File: config.mk
export PLATFORM = sky130hd
export DESIGN_NAME = battleship_game_ctrl
export DESIGN_NICKNAME = d
export VERILOG_FILES = /design/src/rtl/battleship_game_ctrl.sv
export SDC_FILE = /design/constraint.sdc
export NUM_CORES = 1
export LEC_CHECK = 0
export CAP_MARGIN = 20
export CORE_MARGIN = 2
export CORE_UTILIZATION = 44
export DETAILED_ROUTE_END_ITERATION = 10
export GPL_ROUTABILITY_DRIVEN = 1
export SLEW_MARGIN = 40
export SYNTH_ARGS = -nofsm -noshare
export SYNTH_HDL_FRONTEND = slang
export SYNTH_SLANG_ARGS = --single-unit
File: constraint.sdc
create_clock -name clock -period 8.02 [get_ports clock]
set_clock_uncertainty 0.15 [all_clocks]
set_input_delay 1.203 -clock clock [delete_from_list [all_inputs] [get_ports clock]]
set_output_delay 1.203 -clock clock [all_outputs]
set_load 0.01 [all_outputs]
File: src/rtl/battleship_game_ctrl.sv
// Battleship game controller: validates shots, drives the shared cell scorer
// one cell per cycle, and keeps the hit map, counters and win/loss status.
module battleship_game_ctrl #(
  parameter int unsigned NUM_SHOTS  = 20,
  parameter int unsigned NUM_BIG    = 2,
  parameter int unsigned SHIP_CELLS = 19
) (
  input  logic       clock,
  input  logic       reset_L,
  input  logic       NewGame,
  input  logic       ShotValid,
  input  logic [3:0] X,
  input  logic [3:0] Y,
  input  logic       Big,
  output logic       ProbeValid,
  output logic [3:0] ProbeX,
  output logic [3:0] ProbeY,
  input  logic       ProbeHit,
  input  logic       ProbeNearMiss,
  input  logic [4:0] ProbeShip,
  output logic       Busy,
  output logic       ShotDone,
  output logic [3:0] ShotHits,
  output logic       ShotNearMiss,
  output logic       ShotMiss,
  output logic       SomethingIsWrong,
  output logic [4:0] TotalHits,
  output logic [4:0] ShotsLeft,
  output logic [1:0] BigLeft,
  output logic [4:0] BiggestShipHit,
  output logic       GameOver,
  output logic       Won
);

  localparam logic [4:0] SHOTS_INIT = 5'(NUM_SHOTS);
  localparam logic [1:0] BIG_INIT   = 2'(NUM_BIG);
  localparam logic [4:0] SHIP_TOTAL = 5'(SHIP_CELLS);

  typedef enum logic [2:0] {IDLE, READY, PROBE, DONE, OVER} state_t;
  state_t state, state_nx;

  logic [99:0] hitmap;
  logic [3:0]  lx, ly;
  logic        lbig;
  logic [1:0]  col, row;
  logic [3:0]  hitcnt;
  logic        nearflag;

  logic [4:0]  px, py;
  logic        on_grid;
  logic [6:0]  pidx;
  logic        new_hit, last_probe, shot_ok;
  logic [3:0]  cnt_final;
  logic        near_final;

  // A normal shot starts at col=row=1 so the offset is zero and it ends after one probe.
  always_comb begin
    px         = {1'b0, lx} + {3'b000, col} - 5'd1;
    py         = {1'b0, ly} + {3'b000, row} - 5'd1;
    on_grid    = (state == PROBE) && (px >= 5'd1) && (px <= 5'd10)
                 && (py >= 5'd1) && (py <= 5'd10);
    pidx       = on_grid ? (7'(py) * 7'd10 + 7'(px) - 7'd11) : '0;
    new_hit    = on_grid && ProbeHit && !hitmap[pidx];
    cnt_final  = hitcnt + {3'b000, new_hit};
    near_final = nearflag | (on_grid & ProbeNearMiss);
    last_probe = !lbig || ((col == 2'd2) && (row == 2'd2));
    shot_ok    = (X >= 4'd1) && (X <= 4'd10) && (Y >= 4'd1) && (Y <= 4'd10)
                 && !(Big && (BigLeft == 2'd0));
  end

  always_ff @(posedge clock or negedge reset_L) begin
    if (!reset_L) state <= IDLE;
    else          state <= state_nx;
  end

  always_comb begin
    state_nx = state;
    if (NewGame) begin
      state_nx = READY;
    end else begin
      case (state)
        READY:   if (ShotValid) state_nx = shot_ok ? PROBE : DONE;
        PROBE:   if (last_probe) state_nx = DONE;
        DONE:    state_nx = ((TotalHits == SHIP_TOTAL) || (ShotsLeft == '0)) ? OVER : READY;
        default: state_nx = state;
      endcase
    end
    ProbeValid = on_grid;
    ProbeX     = on_grid ? px[3:0] : '0;
    ProbeY     = on_grid ? py[3:0] : '0;
    Busy       = (state == PROBE) || (state == DONE);
    ShotDone   = (state == DONE);
    GameOver   = (state == OVER);
    Won        = (state == OVER) && (TotalHits == SHIP_TOTAL);
  end

  always_ff @(posedge clock or negedge reset_L) begin
    if (!reset_L) begin
      hitmap           <= '0;
      lx               <= '0;
      ly               <= '0;
      lbig             <= 1'b0;
      col              <= '0;
      row              <= '0;
      hitcnt           <= '0;
      nearflag         <= 1'b0;
      ShotHits         <= '0;
      ShotNearMiss     <= 1'b0;
      ShotMiss         <= 1'b0;
      SomethingIsWrong <= 1'b0;
      TotalHits        <= '0;
      ShotsLeft        <= '0;
      BigLeft          <= '0;
      BiggestShipHit   <= '0;
    end else if (NewGame) begin
      hitmap           <= '0;
      ShotHits         <= '0;
      ShotNearMiss     <= 1'b0;
      ShotMiss         <= 1'b0;
      SomethingIsWrong <= 1'b0;
      TotalHits        <= '0;
      ShotsLeft        <= SHOTS_INIT;
      BigLeft          <= BIG_INIT;
      BiggestShipHit   <= '0;
    end else begin
      case (state)
        READY: begin
          if (ShotValid && shot_ok) begin
            lx       <= X;
            ly       <= Y;
            lbig     <= Big;
            col      <= Big ? 2'd0 : 2'd1;
            row      <= Big ? 2'd0 : 2'd1;
            hitcnt   <= '0;
            nearflag <= 1'b0;
          end else if (ShotValid) begin
            SomethingIsWrong <= 1'b1;
            ShotHits         <= '0;
            ShotNearMiss     <= 1'b0;
            ShotMiss         <= 1'b0;
          end
        end
        PROBE: begin
          if (new_hit) begin
            hitmap[pidx] <= 1'b1;
            if (ProbeShip > BiggestShipHit) BiggestShipHit <= ProbeShip;
          end
          hitcnt   <= cnt_final;
          nearflag <= near_final;
          if (last_probe) begin
            ShotHits         <= cnt_final;
            ShotNearMiss     <= (cnt_final == '0) && near_final;
            ShotMiss         <= (cnt_final == '0) && !near_final;
            SomethingIsWrong <= 1'b0;
            TotalHits        <= TotalHits + {1'b0, cnt_final};
            ShotsLeft        <= ShotsLeft - 5'd1;
            if (lbig) BigLeft <= BigLeft - 2'd1;
          end else if (col == 2'd2) begin
            col <= '0;
            row <= row + 2'd1;
          end else begin
            col <= col + 2'd1;
          end
        end
        default: ;
      endcase
    end
  end

endmodule

### Word-level counts from Yosys, hierarchy flattened

Cells that the tools add are included.
W data, S select, Z words.

* bits in registers: 145
* input port bits: 20
* output and inout port bits: 37
* word-level logic and storage cells: 163

* add/sub/neg operators: 12
* multipliers: 1
* magnitude comparators: 11
* equal/unequal tests: 13
* multiplexer cells: 60
* bitwise logic cells: 4
* reductions and logical operators: 45

Operator list (number)
* $mux W100: 3
* $or A100 B100 Y100: 1
* $mux W5: 10
* $mux W4: 7
* $mux W2: 9
* $logic_and A1 B1 Y1: 17
* $pmux W4 S2: 2
* $mux W1: 15
* $reduce_and A3 Y1: 5
* $sub A5 B1 Y5 const B: 3
* $mux W3: 4
* $reduce_bool A2 Y1: 6
* $add A4 B2 Y5: 2
* $ge A5 B1 Y1 const B: 2
* $le A5 B4 Y1 const B: 2
* $ne A3 B3 Y1 const B: 3
* $pmux W3 S3: 1
* $ge A4 B1 Y1 const B: 2
* $le A4 B4 Y1 const B: 2
* $lt A7 B8 Y1 const B: 1
* $pmux W1 S2: 4
* $pmux W2 S2: 2
* $reduce_and A4 Y1: 2
* $add A7 B5 Y7: 1
* 30 further kinds: 40

### Longest topological paths before layout

* depth in word-level cells: 18
* depth in mapped cells: 31
* depth with buffers taken out: 28

### Worst setup path before layout

Ideal clock, no wire load.

* kind: reg2reg
* start point: register row[1]
* end point: register TotalHits[4]
* library setup time: 0.078 ns
* arrival: 5.987 ns
* required time: 7.792 ns
* slack: 1.804 ns
* stages on the path, launching flop included: 31
* buffers on the path: 2
* clock period less this slack: 6.216 ns
* path through: dfrtp_1 -> inv_1 -> ha_1 -> inv_1 -> ha_1 -> inv_1 -> fa_1 -> xnor2_2 -> ha_1 -> ha_1 -> inv_1 -> ha_1 -> inv_1 -> ha_1 -> nand2b_1 -> or3b_1 -> o32a_1 -> nor3_1 -> a211oi_4 -> a211oi_1 -> nor4b_2 -> buf_6 -> buf_2 -> ha_1 -> ha_1 -> xor2_1 -> ha_1 -> a21o_1 -> a21oi_1 -> or3_1 -> a21oi_1

* longest elaborated chain between the ends: 15
* elaborated cells on any way between the ends: 25
* classes of those cells: add/sub: 6; mul: 1; order compare: 2; eq/ne: 1; mux: 6; reduce/logical: 9

RTL lines
* start, declared: RTL line 45 `logic [1:0] col, row;`
* start signal, assigned: RTL line 133 `row <= Big ? 2'd0 : 2'd1;`
* start signal, assigned: RTL line 160 `row <= row + 2'd1;`
* $add A4 B2 Y5: RTL line 59 `py = {1'b0, ly} + {3'b000, row} - 5'd1;`
* $sub A5 B1 Y5: RTL line 59
* $mul A5 B3 Y6 / $ge A5 B1 Y1 (equally long branches): RTL line 62, 61
* $add A7 B5 Y7 / $logic_and A1 B1 Y1 (equally long branches): RTL line 62, 61
* $sub A7 B4 Y7 / $logic_and A1 B1 Y1 (equally long branches): RTL line 62, 61
* $mux W7: RTL line 62 `pidx = on_grid ? (7'(py) * 7'd10 + 7'(px) - 7'd11) : '0;`
* $bmux W1 S7: RTL line 63 `new_hit = on_grid && ProbeHit && !hitmap[pidx];`
* $mux W1 (implied by the code): RTL line 63
* $logic_not A1 Y1: RTL line 63
* $logic_and A1 B1 Y1: RTL line 63
* $add A4 B1 Y4: RTL line 64 `cnt_final = hitcnt + {3'b000, new_hit};`
* $add A5 B4 Y5: RTL line 155 `TotalHits <= TotalHits + {1'b0, cnt_final};`
* $mux W5: RTL line 150 `if (last_probe) begin`
* $mux W5: RTL line 126 `case (state)`
* $mux W5: RTL line 115 `end else if (NewGame) begin`
* end signal, assigned: RTL line 155
* end, declared: RTL line 27 `output logic [4:0] TotalHits,`

Several ways; a longest one is shown, not always the timed one. The select of a mux whose other input is x is not followed.
A chain may end at the register's enable or synchronous reset.

### Worst setup path in the final report

* start point: register col[1]
* end point: register TotalHits[4]

* longest elaborated chain between the ends: 17
* elaborated cells on any way between the ends: 26
* classes of those cells: add/sub: 6; order compare: 2; eq/ne: 1; mux: 6; reduce/logical: 11

RTL lines
* start, declared: RTL line 45
* start signal, assigned: RTL line 132 `col <= Big ? 2'd0 : 2'd1;`
* start signal, assigned: RTL line 162 `col <= col + 2'd1;`
* branches (longest 17 deep; another with $add A7 B5 Y7)

Parallel ways; which one is timed is not known. The select of a mux whose other input is x is not followed.

==> metrics.md <==
| Metric | Value |
|---|---|
| CP Max Fanout | `22` |
| Worst Hold Path Cells | `1` |
| Worst Setup Start Kind | `flip-flop` |
| Post-synthesis xor/xnor area fraction | `between 2 and 2.5%` |
| Largest family of logic cells by synthesized area | `compound AO/OA/AOI/OAI gates` |
| Leading cell types in the layout, fill and taps excluded | `dfrtp_1, nor2_1, nand2_1` |
| Final wirelength | `22280 um` |
| Slew @ Worst Pin | `about 0.88 ns` |
| Place WS | `1.398 ns` |
| Met3 WL | `1125 um` |
| Post-CTS setup buffer count | `0` |
| Fin nets | `slightly above 900` |
| Slew headroom | `41.01%` |
| Overflow after GRT | `0` |
| Final worst slack | `1.311 ns` |
| Post-Synthesis Cell Area | `roughly 8200 sq um` |
| Global-route wire length before repair | `between 30000 and 40000 um` |
| Period utilisation layout | `83.66%` |
| Post-synthesis mux area share | `5.677%` |
| Final antenna-violating net count | `0` |
| Commonest non-fill, non-tap cell in the layout | `dfrtp_1` |
| Clk sinks | `145` |
| Net Count, Synth | `888` |
| Fin util | `52.30%` |
| Port Buffers | `between 50 and 60` |
| CP arrival | `6.84 ns` |
| Status | `completed` |
| M1 WL | `10150 um` |
| Dominant synthesized flop cell | `dfrtp_1` |
| Post-synth ARST share | `100.0%` |
| Initial antenna violation count | `0` |
| Clock Tree Buf Depth | `2` |
| Required @ worst endpoint | `8.15 ns` |
| Post-Syn Instances | `~830` |
| Layout cells sized above 1 | `9.060%` |
| Initial core utilization | `45.08%` |
| Rows | `49` |
| Max Transition Viols Final | `0` |
| TritonCTS clock tree | `yes` |
| Fill count | `1614` |
| Post-Layout Inst Area | `9459 sq um` |
| CTS Buf Count | `17` |
| Fmax | `roughly 150 MHz` |
| Cell variety after synth | `66` |
| Setup crit end kind | `flip-flop` |
| Register bit count reported by yosys | `145` |
| # setup viols final | `0` |
| Worst path most repeated cell | `ha_1` |
| Clock latency on the worst-skew pair | `0.42 ns` |
| Hpwl dp | `14730 um` |
| Vias | `6567` |
| CTS Hold Bufs | `0` |
| Max_cap viols | `0` |
| Setup TNS Final | `0 ns` |
| RSZ-0062 raised after global routing | `no` |
| Drt pass-1 iters | `7` |
| Average cell area after synthesis | `9.884 sq um` |
| Vias in the first global route | `6824` |
| Placement Cell Area | `8827 sq um` |
| Routed met2 length | `10550 um` |
| CP max stage delay | `0.66 ns` |
| Drt drc | `0` |
| Post-synth EDFFs | `0` |
| Num ports | `57` |
| Post-layout minimum cycle time | `6.709 ns` |
| Overall Global Routing Usage | `23.57%` |
| Total die area | `19640 sq um` |
| Post-synthesis adder-cell area fraction | `7.058%` |
| Die width | `approximately 140 um` |
| HP Class | `reg2reg` |
| Core area | `about 18000 sq um` |
| N_diodes | `0` |
| Largest net degree at the start of global routing | `79` |
| Iteration-0 DRC Markers | `roughly 600` |
| Synth warnings | `0` |
| Worst-path clk slew | `0.06 ns` |
| Layout area overhead | `16.00%` |
| Gpl congestion | `0.8754` |
| Post-synthesis sequential area ratio | `44.50%` |
| Routed wire per std cell | `between 20 and 25 um` |
| Complex-gate fraction of the synthesized area | `20.01%` |
| Critical path type | `reg2reg` |
| Slowest-stage cell, CP | `nor3_2` |
| Top Metal Used | `met4` |
| Root Buffer | `clkbuf_16` |
| Die Y-Extent | `140.1 um` |
| Post-CTS Resized | `0` |
| CTS H-tree lvls | `4` |
| Vias per inst | `5.965` |
| Reg2Reg Depth | `25` |
| Simple-Gate Fraction of Synth Area | `14.76%` |
| Fin. Hold Viols | `0` |
==> worst paths after layout <==
kind                            slack, ns            to  startpoint
max in group asynchronous            5.93    hitmap[98]     reset_L
worst max register to register       1.31  TotalHits[4]      col[1]
worst min register to register       0.33     hitmap[7]   hitmap[7]
worst max-delay path                 1.31  TotalHits[4]      col[1]
worst min-delay path                 0.33     hitmap[7]   hitmap[7]
min in group asynchronous            0.61         ly[2]     reset_L
==> worst max-delay path: cells and delay by family (launching register included) <==
family                     cells  cell delay, ns
DFF                            1            0.40
adders and majority gates      8            2.68
buffers and inverters          6            1.08
AOI/OAI and AO/OA              6            0.90
and+or+nand+nor                3            0.88
muxes                          1            0.16
xor gates and xnor gates       1            0.30
==> routing by layer <==
| metal | vias to the layer above | global-route usage [%] |
|---|---|---|
| li1 | 3059 | - |
| met2 | 197 | 38.66 |
| met1 | 3277 | 31.91 |
| met4 | 0 | 7.921 |
| met5 | - | 0 |
| met3 | 34 | 4.137 |
==> through the flow <==
| stage | cells | hold WS (ns) |
|---|---|---|
| 2_1_floorplan | 825 | 0.2993 |
| 3_3_place_gp | 1069 | 0.3148 |
| 3_5_place_dp | 1069 | 0.3212 |
| 4_1_cts | 1101 | 0.3372 |
| 5_1_grt | 1101 | 0.3452 |
| 6_report | 1101 | 0.3310 |
==> cells in the mapped netlist (all sizes together) (3+ instances only) <==
cell / n / area share [%]
dfrtp: 145 / 44
nor2: 91 / 4.2
nand2: 64 / 2.9
a31oi: 55 / 4.2
inv: 54 / 2.5
o2bb2ai: 54 / 5.8
ha: 38 / 5.8
a21oi: 35 / 2.2
clkbuf: 28 / 1.3
o21ai: 28 / 1.7
buf: 22 / 1.9
mux2i: 17 / 2.1
xnor2: 14 / 1.8
nand3: 13 / 0.80
nor2b: 12 / 0.92
nor3: 12 / 0.80
a21o: 11 / 1.0
nand2b: 11 / 0.84
and2: 10 / 0.77
mux4: 10 / 2.8
a211oi: 8 / 0.95
and3: 8 / 0.61
nand4: 7 / 0.87
mux2: 6 / 0.83
fa: 5 / 1.2
o211ai: 5 / 0.46
o22ai: 5 / 0.38
xor2: 5 / 0.54
a221oi: 4 / 0.43
nor3b: 4 / 0.43
nor4: 4 / 0.31
or3: 4 / 0.37
a211o: 3 / 0.32
a22oi: 3 / 0.28
o21a: 3 / 0.28
o41ai: 3 / 0.32
or2: 3 / 0.23
or4: 3 / 0.28
==> cell type report <==
cell class	instances	area, sq um	share of cell area, %
Clock buffer	19	442.9	4.683
Clock inverter	13	183.9	1.944
Inverter	54	202.7	2.143
Multi-Input combinational cell	576	4083	43.16
Sequential cell	145	3628	38.36
Tap cell	229	286.5	3.029
Timing Repair Buffer	65	631.9	6.680
==> registers in the layout, summed over array words and instances, names as in the netlist, 2 cells and up <==
signal,cells
BigLeft,2
ShotHits,4
TotalHits,5
hitcnt,4
BiggestShipHit,5
lx,4
col,2
hitmap,100
state,3
ly,4
ShotsLeft,5
row,2
==> logic make-up after synthesis <==
kind of cell | after synthesis
simple gates | 249
compound gates | 232
flops | 145
buf+inv | 104
fa+ha+maj | 43
mux | 33
xor+xnor | 19
Power is left out: the tool's default activity adds up to more than one toggle a clock period on the data nets, which glitch-free logic cannot reach.
